`config.mk`:
```
export PLATFORM = sky130hd
export DESIGN_NAME = l2_cache_control
export DESIGN_NICKNAME = d
export VERILOG_FILES = /design/src/rtl/l2_cache_types_pkg.sv /design/src/rtl/l2_perf_counter.sv /design/src/rtl/l2_cache_control.sv
export SDC_FILE = /design/constraint.sdc
export NUM_CORES = 1
export LEC_CHECK = 0
export CORE_ASPECT_RATIO = 0.9
export CORE_MARGIN = 4
export CORE_UTILIZATION = 30
export CTS_CLUSTER_SIZE = 40
export DETAILED_ROUTE_END_ITERATION = 12
export GPL_ROUTABILITY_DRIVEN = 0
export SLEW_MARGIN = 10
export SYNTH_ARGS = -nofsm -noshare
export SYNTH_HDL_FRONTEND = slang
export SYNTH_SLANG_ARGS = --single-unit
```
`constraint.sdc`:
```
create_clock -name clk -period 6.21 [get_ports clk]
set_clock_uncertainty 0.05 [all_clocks]
set_input_delay 1.242 -clock clk [delete_from_list [all_inputs] [get_ports clk]]
set_output_delay 1.242 -clock clk [all_outputs]
set_load 0.005 [all_outputs]
```
`src/rtl/l2_cache_types_pkg.sv`:
```
// Shared types for the L2 cache controller: FSM states, counter width, saturating increment.
package l2_cache_types_pkg;

  localparam int unsigned CNT_W = 32;

  typedef enum logic [2:0] {
    IDLE,
    TAG_CHECK,
    WRITEBACK,
    FILL,
    DONE
  } l2_state_t;

  // Increment that sticks at all-ones instead of wrapping.
  function automatic logic [CNT_W-1:0] sat_inc(input logic [CNT_W-1:0] v);
    return (v == '1) ? v : v + CNT_W'(1);
  endfunction

endpackage

```
`src/rtl/l2_perf_counter.sv`:
```
// Saturating performance counter with enable and a synchronous preload.
module l2_perf_counter
  import l2_cache_types_pkg::*;
(
  input  logic             clk,
  input  logic             reset,
  input  logic             i_en,
  input  logic             i_load,
  input  logic [CNT_W-1:0] i_load_val,
  output logic [CNT_W-1:0] o_count
);

  logic [CNT_W-1:0] r_count;

  // Count register: preload wins over increment; increment saturates.
  always_ff @(posedge clk or negedge reset) begin
    if (!reset) begin
      r_count <= '0;
    end else if (i_load) begin
      r_count <= i_load_val;
    end else if (i_en) begin
      r_count <= sat_inc(r_count);
    end
  end

  assign o_count = r_count;

endmodule

```
`src/rtl/l2_cache_control.sv`:
```
// L2 cache controller: tag check, victim writeback, line fill, and perf counters.
module l2_cache_control
  import l2_cache_types_pkg::*;
#(
  parameter int unsigned s_index = 4
) (
  input  logic             clk,
  input  logic             reset,
  input  logic             mem_read,
  input  logic             mem_write,
  output logic             mem_resp,
  input  logic             hit,
  input  logic             valid,
  input  logic             dirty,
  output logic             tag_load,
  output logic             data_load,
  output logic             valid_load,
  output logic             dirty_load,
  output logic             dirty_in,
  output logic             write_sel,
  output logic             addr_sel,
  output logic             pmem_read,
  output logic             pmem_write,
  input  logic             pmem_resp,
  output logic [CNT_W-1:0] hit_count,
  output logic [CNT_W-1:0] miss_count,
  output logic [CNT_W-1:0] wb_count
);

  // The index width belongs to the datapath; the controller only guards its sanity.
  if (s_index < 1) begin : g_bad_index
    $error("l2_cache_control: s_index must be at least 1");
  end

  l2_state_t r_state;
  l2_state_t w_next_state;
  logic      w_hit_en;
  logic      w_miss_en;
  logic      w_wb_en;

  // State register; async reset returns to IDLE, which drives every output low.
  always_ff @(posedge clk or negedge reset) begin
    if (!reset) begin
      r_state <= IDLE;
    end else begin
      r_state <= w_next_state;
    end
  end

  // Next-state and output decode; a write (including read+write) takes the write path.
  always_comb begin
    w_next_state = r_state;
    mem_resp     = 1'b0;
    tag_load     = 1'b0;
    data_load    = 1'b0;
    valid_load   = 1'b0;
    dirty_load   = 1'b0;
    dirty_in     = 1'b0;
    write_sel    = 1'b0;
    addr_sel     = 1'b0;
    pmem_read    = 1'b0;
    pmem_write   = 1'b0;
    w_hit_en     = 1'b0;
    w_miss_en    = 1'b0;
    w_wb_en      = 1'b0;

    case (r_state)
      IDLE: begin
        if (mem_read || mem_write) begin
          w_next_state = TAG_CHECK;
        end
      end

      TAG_CHECK: begin
        if (valid && hit) begin
          mem_resp     = 1'b1;
          w_hit_en     = 1'b1;
          w_next_state = IDLE;
          if (mem_write) begin
            data_load  = 1'b1;
            write_sel  = 1'b1;
            dirty_load = 1'b1;
            dirty_in   = 1'b1;
          end
        end else begin
          w_miss_en    = 1'b1;
          w_next_state = (valid && dirty) ? WRITEBACK : FILL;
        end
      end

      WRITEBACK: begin
        pmem_write = 1'b1;
        addr_sel   = 1'b1;
        if (pmem_resp) begin
          w_wb_en      = 1'b1;
          w_next_state = FILL;
        end
      end

      FILL: begin
        pmem_read = 1'b1;
        if (pmem_resp) begin
          tag_load     = 1'b1;
          data_load    = 1'b1;
          valid_load   = 1'b1;
          dirty_load   = 1'b1;
          dirty_in     = mem_write;
          write_sel    = mem_write;
          w_next_state = DONE;
        end
      end

      DONE: begin
        mem_resp     = 1'b1;
        w_next_state = IDLE;
      end

      default: begin
        w_next_state = IDLE;
      end
    endcase
  end

  // Performance counters; preload is unused in the controller.
  l2_perf_counter u_hit_cnt (
    .clk        (clk),
    .reset      (reset),
    .i_en       (w_hit_en),
    .i_load     (1'b0),
    .i_load_val ('0),
    .o_count    (hit_count)
  );

  l2_perf_counter u_miss_cnt (
    .clk        (clk),
    .reset      (reset),
    .i_en       (w_miss_en),
    .i_load     (1'b0),
    .i_load_val ('0),
    .o_count    (miss_count)
  );

  l2_perf_counter u_wb_cnt (
    .clk        (clk),
    .reset      (reset),
    .i_en       (w_wb_en),
    .i_load     (1'b0),
    .i_load_val ('0),
    .o_count    (wb_count)
  );

endmodule

```
==> out/qor.csv, run 1 <==
stage,metric,value,unit
setup_path,crit-path max FO,4,
setup_path,"Arr. time, crit path",2.79,ns
power,pwr/cell area,262,mW/mm^2
setup_path,R2R Path Start,r_state[1],
route,final WL,11900,um
logic_synthesis,"Avg Cell Area, Syn",10.8,um^2
timing,Final Setup Violations,0,
power,maximum VDD drop,0.161,mV
timing,final worst path period share,65.7,%
min_path,HP Class,reg2reg,
clock_network,CTS tree,yes,
timing,unrepaired setup endpoints after global routing,no,
final_layout,Fillers,1462,
route,Initial DRT Pass Iterations,6,
logic_synthesis,post-synthesis compound-gate area fraction,1.74,%
grt,first-pass GRT wire length,19600,um
floorplan,# IOs,114,
logic_synthesis,Post-synth top cells,"dfrtp_1, xnor2_1, nand2_1",
route,vias per cell,4.86,
timing,setup_tns,0,ns
logic_synthesis,"Async S/R FF share, synth",100,%
floorplan,Die ar.,0.0181,mm^2
clock_network,clock root buffer,clkbuf_16,
grt,largest net degree at the start of global routing,53,
grt,GR Util All Layers,13.5,%
route,vias post-DR,3735,
setup_path,WP data required,4.92,ns
logic_synthesis,Synth Net Count,456,
setup_path,crit end category,primary output,
grt,vias in the first global route,3730,
setup_path,R2R Setup Slk,3.91,ns
min_path,hold_sp,u_miss_cnt.o_count[30],
final_layout,post-route cell area,0.00642,mm^2
clock_network,clock slew at reported path FFs,0.07,ns
run,Max-Cap Viols,0,
grt,initial antenna violation count,0,
clock_network,setup bufs post-CTS,0,
timing,min cycle time layout,4.08,ns
min_path,Hold Path End,u_miss_cnt.o_count[30],
logic_synthesis,largest family of logic cells by synthesized area,simple AND/OR/NAND/NOR gates,
logic_synthesis,post-synthesis xor/xnor area fraction,16.4,%
clock_network,clk sinks,99,
place,Port Buffer Count,113,
route,WL/cell,15.4,um
power,P_leak,2.72,nW
final_layout,# diodes,0,
setup_path,Critical Path Start Type,input port,
clock_network,post_cts resized,0,
min_path,hold path cells,1,
grt,gr ovfl total,0,
clock_network,hold_buf cts,0,
final_layout,Total Nets Final,572,
floorplan,chip width,141,um
logic_synthesis,Mapped Area,0.00481,mm^2
timing,Max Fclk,245,MHz
clock_network,worst skew pair latency,0.35,ns
timing,Final Hold Viols,0,
route,"antenna viol nets, final",0,
clock_network,CTS buffer count,9,
power,Pwr Total,0.00168,W
final_layout,Layout area overhead,33.4,%
place,post-DP HPWL,8700,um
logic_synthesis,"flops & latches, synth",99,
route,DRC viols,0,
logic_synthesis,Synth Area in Adders,0.780,%
floorplan,die height,128,um
logic_synthesis,synth top area cells,"dfrtp_1, xnor2_1, xor2_1, nand4_1, nand3_1",
setup_path,Register-to-Register Path Depth,4,
floorplan,Core Area,0.0155,mm^2
timing,slew margin rel.,53.2,%
logic_synthesis,Yosys warnings,0,
floorplan,Starting Density,30.9,%
place,Placed Area,0.00612,mm^2
logic_synthesis,post-synthesis sequential area ratio,51.5,%
logic_synthesis,ys flop type,dfrtp_1,
logic_synthesis,Post-synth EDFFs,0,
setup_path,worst reg2reg endpoint,u_wb_cnt.o_count[1],
route,DR iter-0 viols,124,
run_status,status,"complete, no violations",
final_layout,share of cells above drive strength 1,6.71,%
logic_synthesis,post-synthesis simple-gate area fraction,26.7,%
floorplan,Core Rows,43,
logic_synthesis,Synth area leader,dfrtp_1,
logic_synthesis,Synth top area share,51.5,%
timing,Least-Margin Pin Slew,0.702,ns
logic_synthesis,post-synthesis cell type count,46,
setup_path,worst setup path category,in2out,
logic_synthesis,fraction of synthesized area in multiplexers,0.988,%
clock_network,clock tree buffer depth,2,
timing,"Slew Viols, Final",0,
logic_synthesis,Post-Syn Instances,445,
clock_network,CTS H-tree lvls,3,
logic_synthesis,most common cell in the netlist,dfrtp_1,
==> logic make-up (layout without fill, tap and decap cells) <==
group,count (synthesis),count (layout)
xor+xnor,90,90
buf+inv,13,134
flops,99,99
mux,4,4
simple gates,224,224
fa+ha+maj,3,3
compound gates,12,12
==> state kept, by name (all words and copies together), names as in the netlist <==
name,cells
u_hit_cnt.o_count,32
u_wb_cnt.o_count,32
u_miss_cnt.o_count,32
r_state,3
==> worst max-delay path, stage by stage <==
cell             delay [ns]
clkdlybuf4s50_1        0.53
nand2_1                0.11
and2b_2                0.27
a21o_1                 0.14
clkdlybuf4s50_1        0.50
==> routing by layer <==
layer  vias up  GRT usage (%)  routed length, um
li1       1785              -                  -
met2        87           20.7               5380
met5         -              0                  0
met3        11           3.69                583
met4         0           3.67                136
met1      1852           18.8               5750
==> where the power goes <==
part | switching, W | leakage (nW) | internal, W | total, W
Sequential | 0.0000875 | 1.35 | 0.000697 | 0.000784
Clock | 0.000240 | 0.139 | 0.000323 | 0.000563
Combinational | 0.000143 | 1.23 | 0.000191 | 0.000334
Total | 0.000470 | 2.72 | 0.00121 | 0.00168
==> layout by cell type (no fill, tap or decap), drive strengths merged, types with 5 or more instances in the layout <==
cell type      count
clkdlybuf4s50    112
o21ai              5
nor2              36
nor4               6
clkbuf            12
nand3             42
dfrtp             99
nor3              17
xnor2             64
nand2             45
xor2              26
and3              20
nand4             35
==> cell type report <==
cell class                      instances  area (um^2)  share of cell area, %
Sequential cell                        99         2480                   38.6
Multi-Input combinational cell        333         2240                   34.9
Timing Repair Buffer                  114         1140                   17.7
Tap cell                              202          253                   3.94
Clock buffer                           12          246                   3.84
Clock inverter                          4         50.0                  0.780
Inverter                                4         15.0                  0.234
==> worst max-delay path by stage <==
stage | from | endpoint | depth (start not counted)
finish | hit | dirty_load | 5
global route | hit | dirty_load | 5
floorplan | hit | dirty_load | 4
CTS | hit | dirty_load | 5
global placement | hit | data_load | 5
detailed placement | hit | dirty_load | 5
==> per-stage QoR <==
step / worst slack [ns] / utilization, % / hold WS (ns) / cells
6_report: 2.13 / 41.3 / 0.442 / 768
5_1_grt: 2.03 / 41.3 / 0.470 / 768
4_1_cts: 2.14 / 41.3 / 0.451 / 768
3_5_place_dp: 2.15 / 39.4 / 0.430 / 752
3_3_place_gp: 2.14 / 39.4 / 0.426 / 752
2_1_floorplan: 3.05 / - / 0.427 / 445
(Power assumes the default switching activity.)
==> run 2, diff against run 1 <==
==> constraint.sdc (replaced) <==
create_clock -name clk -period 3.9 [get_ports clk]
set_clock_uncertainty 0.05 [all_clocks]
set_input_delay 0.78 -clock clk [delete_from_list [all_inputs] [get_ports clk]]
set_output_delay 0.78 -clock clk [all_outputs]
set_load 0.005 [all_outputs]
==> run 2 against run 1 <==
  * Flip-flop and latch count is the same
  * Clock-buffer cell count is the same
  * Critical path type unchanged
  * Critical path depth is the same
  * Die area is the same
  * Highest routed layer unchanged
  * Largest power group unchanged
  * Critical endpoint unchanged
==> out/qor.csv, run 2 (synthesis gave the netlist of run 1 again) <==
stage,metric,value,unit
run_status,status,"complete, no violations",
final_layout,Fillers,1487,
final_layout,Total Nets Final,573,
floorplan,Starting Density,30.9,%
grt,vias in the first global route,3756,
route,Initial DRT Pass Iterations,4,
clock_network,CTS tree,yes,
timing,min setup slack post-route,0.743,ns
route,vias per cell,4.90,
setup_path,"Arr. time, crit path",2.33,ns
power,pwr/cell area,418,mW/mm^2
final_layout,# diodes,0,
min_path,HP Class,in2async,
final_layout,Layout area overhead,33.6,%
clock_network,CTS H-tree lvls,3,
setup_path,crit-path max FO,4,
floorplan,die height,128,um
timing,Final Hold Viols,0,
clock_network,hold_buf cts,0,
run,Max-Cap Viols,0,
timing,Max Fclk,317,MHz
route,DR iter-0 viols,145,
route,WL/cell,15.5,um
clock_network,clock slew at reported path FFs,0.07,ns
final_layout,"most common cell after layout, fill and taps aside",clkdlybuf4s50_1,
clock_network,clk sinks,99,
clock_network,worst skew pair latency,0.34,ns
route,DRC viols,0,
floorplan,Die ar.,0.0181,mm^2
place,post-DP HPWL,8890,um
timing,setup_tns,0,ns
setup_path,Critical Path Start Type,input port,
timing,Hold Slack,0.302,ns
route,final WL,11900,um
power,Pwr Total,0.00269,W
final_layout,share of cells above drive strength 1,6.88,%
timing,"Slew Viols, Final",0,
place,Port Buffer Count,113,
setup_path,crit end category,primary output,
floorplan,chip width,141,um
setup_path,WP data required,3.07,ns
final_layout,most frequent cells in the layout,"clkdlybuf4s50_1, dfrtp_1, xnor2_1, nand2_1, nand3_1",
clock_network,clock tree buffer depth,2,
power,P_leak,2.73,nW
route,"antenna viol nets, final",0,
clock_network,post_cts resized,0,
clock_network,CTS buffer count,9,
clock_network,clock root buffer,clkbuf_16,
timing,unrepaired setup endpoints after global routing,no,
floorplan,Core Rows,43,
power,maximum VDD drop,0.222,mV
timing,final worst path period share,80.9,%
grt,first-pass GRT wire length,19800,um
clock_network,setup bufs post-CTS,0,
timing,slew margin rel.,52.4,%
timing,min cycle time layout,3.16,ns
timing,Least-Margin Pin Slew,0.713,ns
grt,initial antenna violation count,0,
grt,GR Util All Layers,13.5,%
floorplan,# IOs,114,
grt,largest net degree at the start of global routing,37,
place,setup slack at placement,0.756,ns
grt,gr ovfl total,0,
timing,Final Setup Violations,0,
floorplan,Core Area,0.0155,mm^2
setup_path,worst setup path category,in2out,
route,vias post-DR,3766,
==> run 2: worst max-delay path, cell delays in order <==
cell and delay, ns:
clkdlybuf4s50_1 0.54, nand2_1 0.11, and2b_2 0.26, a21o_1 0.13, clkdlybuf4s50_1 0.50
==> run 2: through the flow <==
step	utilization [%]	std cells	instance area, um^2
6_report	41.3	769	6420
3_5_place_dp	39.4	753	6130
3_3_place_gp	39.4	753	6130
2_1_floorplan	-	445	4810
4_1_cts	41.3	769	6420
5_1_grt	41.3	769	6420
==> run 2: final cells by class <==
class	count	area, um^2	share of cell area [%]
Clock buffer	12	246	3.84
Sequential cell	99	2480	38.6
Inverter	4	15.0	0.234
Clock inverter	4	50.0	0.779
Timing Repair Buffer	115	1140	17.8
Multi-Input combinational cell	333	2240	34.9
Tap cell	202	253	3.93
==> run 2: final timing paths <==
| check | start | to | slack, ns | cells after the start |
|---|---|---|---|---|
| max | hit | dirty_load | 0.74 | 5 |
| min | reset | u_hit_cnt.o_count[22] | 0.30 | 1 |
| max reg2reg | r_state[0] | u_wb_cnt.o_count[1] | 1.60 | 4 |
| min reg2reg | u_wb_cnt.o_count[13] | u_wb_cnt.o_count[13] | 0.44 | 1 |
| max in group asynchronous | reset | u_wb_cnt.o_count[5] | 2.68 | 2 |
| min in group clk | u_wb_cnt.o_count[13] | u_wb_cnt.o_count[13] | 0.44 | 1 |
==> run 2: power breakdown <==
part / switching [W] / leakage [nW] / internal (W)
sequential: 0.000140 / 1.35 / 0.00111
clock: 0.000385 / 0.139 / 0.000515
combinational: 0.000233 / 1.24 / 0.000307
==> run 2: layer usage <==
layer  track usage [%]  vias to the layer above  part of all wire [%]
met4              2.54                        0                  0.84
li1                  -                     1794                     -
met2              20.6                       98                    45
met5                 0                        -                     0
met3              4.96                        7                   6.7
met1              18.7                     1867                    47
==> run 3, diff against run 2 <==
==> constraint.sdc (replaced) <==
create_clock -name clk -period 2.9 [get_ports clk]
set_clock_uncertainty 0.05 [all_clocks]
set_input_delay 0.58 -clock clk [delete_from_list [all_inputs] [get_ports clk]]
set_output_delay 0.58 -clock clk [all_outputs]
set_load 0.005 [all_outputs]
==> run 3 against run 2 <==
  * Power is 33% higher
  * Clock power is 30% higher
  * Final cell count is 0.26% higher
  * Critical path depth stayed put
  * Design area is 0.53% higher
  * Largest cell class unchanged
==> out/qor.csv, run 3 (synthesis gave the netlist of run 1 again) <==
stage,metric,value,unit
place,setup slack at placement,0.161,ns
clock_network,CTS tree,yes,
final_layout,most frequent cells in the layout,"clkdlybuf4s50_1, dfrtp_1, xnor2_1, nand2_1, nand3_1",
setup_path,crit end category,primary output,
timing,Max Fclk,367,MHz
route,vias post-DR,3762,
grt,first-pass GRT wire length,19900,um
min_path,HP Class,in2async,
timing,slew margin rel.,50.0,%
clock_network,CTS H-tree lvls,3,
timing,unrepaired setup endpoints after global routing,no,
route,final WL,11900,um
final_layout,# diodes,0,
floorplan,# IOs,114,
floorplan,Core Area,0.0155,mm^2
floorplan,Core Rows,43,
place,Placed Area,0.00616,mm^2
clock_network,clock tree buffer depth,2,
route,"antenna viol nets, final",0,
route,DRC viols,0,
floorplan,die height,128,um
grt,largest net degree at the start of global routing,59,
route,vias per cell,4.88,
setup_path,R2R Path Start,u_hit_cnt.o_count[0],
setup_path,"Arr. time, crit path",2.10,ns
timing,Final Hold Viols,0,
grt,gr ovfl total,0,
final_layout,post-route cell area,0.00646,mm^2
timing,min cycle time layout,2.73,ns
timing,"Slew Viols, Final",0,
final_layout,"most common cell after layout, fill and taps aside",clkdlybuf4s50_1,
power,pwr/cell area,555,mW/mm^2
grt,vias in the first global route,3745,
final_layout,share of cells above drive strength 1,7.73,%
floorplan,Starting Density,30.9,%
floorplan,chip width,141,um
run_status,status,"complete, no violations",
timing,Least-Margin Pin Slew,0.750,ns
setup_path,worst setup path category,in2out,
floorplan,Die ar.,0.0181,mm^2
timing,setup_tns,0,ns
place,Port Buffer Count,113,
place,post-DP HPWL,8820,um
timing,Final Setup Violations,0,
clock_network,clock root buffer,clkbuf_16,
setup_path,Critical Path Start Type,input port,
final_layout,Total Nets Final,576,
grt,GR Util All Layers,13.6,%
clock_network,worst skew pair latency,0.34,ns
setup_path,worst setup path startpoint,hit,
route,Initial DRT Pass Iterations,4,
timing,final worst path period share,94.1,%
timing,min setup slack post-route,0.172,ns
run,Max-Cap Viols,0,
final_layout,Layout area overhead,34.3,%
timing,Hold Slack,0.252,ns
setup_path,WP data required,2.27,ns
clock_network,clk sinks,99,
setup_path,crit-path max FO,4,
route,DR iter-0 viols,164,
clock_network,setup bufs post-CTS,0,
power,maximum VDD drop,0.265,mV
power,P_leak,2.74,nW
grt,initial antenna violation count,0,
clock_network,CTS buffer count,9,
final_layout,Fillers,1497,
route,WL/cell,15.5,um
clock_network,clock slew at reported path FFs,0.07,ns
==> run 3: changes by cell type in the layout (fill, tap and decap cells not counted), sizes merged <==
| cell | previous run | this run |
|---|---|---|
| clkbuf | 12 | 11 |
| clkinv | 1 | 0 |
| clkinvlp | 2 | 3 |
| buf | 3 | 6 |
==> run 3: path summary, 6_finish.rpt <==
path,slack (ns),cells after the start,to
worst max-delay path,0.17,5,data_load
worst min-delay path,0.25,1,u_hit_cnt.o_count[30]
worst max register to register,0.66,7,u_hit_cnt.o_count[22]
worst min register to register,0.45,1,u_miss_cnt.o_count[12]
max in group asynchronous,1.84,2,u_wb_cnt.o_count[17]
min in group clk,0.45,1,u_miss_cnt.o_count[12]
==> run 3: power by group <==
group / total (W) / internal [W] / switching, W
sequential: 0.00169 / 0.00149 / 0.000191
clock: 0.00117 / 0.000665 / 0.000504
combinational: 0.000732 / 0.000420 / 0.000312
total: 0.00359 / 0.00258 / 0.00101
==> run 3: routing by layer <==
layer | wire length, um | global-route usage, %
met1 | 5810 | 19.6
met2 | 5260 | 20.0
met3 | 751 | 4.07
met4 | 128 | 3.39
met5 | 0 | 0
==> run 3: critical path, stage by stage <==
cell	delay [ns]
clkdlybuf4s50_1	0.54
nand2_1	0.09
and2b_2	0.25
a21o_1	0.14
clkdlybuf4s50_1	0.50
==> run 3: cell type report <==
type                    count  area (um^2)  share of cell area, %
well taps                 202          253                   3.91
inverters                   4         15.0                  0.232
clock buffers              11          233                   3.60
clock inverters             4         52.6                  0.814
repair buffers            118         1180                   18.2
flip-flops and latches     99         2480                   38.4
multi-input cells         333         2250                   34.8
==> run 3: stage by stage <==
stage / utilization [%] / instances / power (W)
2_1_floorplan: - / 445 / 0.00204
3_3_place_gp: 39.6 / 756 / 0.00243
3_5_place_dp: 39.6 / 756 / 0.00245
4_1_cts: 41.5 / 771 / 0.00364
5_1_grt: 41.5 / 771 / 0.00380
6_report: 41.5 / 771 / 0.00359
==> run 3: repair_timing <==
| item | in CTS | in global routing |
|---|---|---|
| resized for setup | 0 | 3 |
| endpoints found under the setup margin | 0 | 4 |
| hold buffers | 0 | 0 |
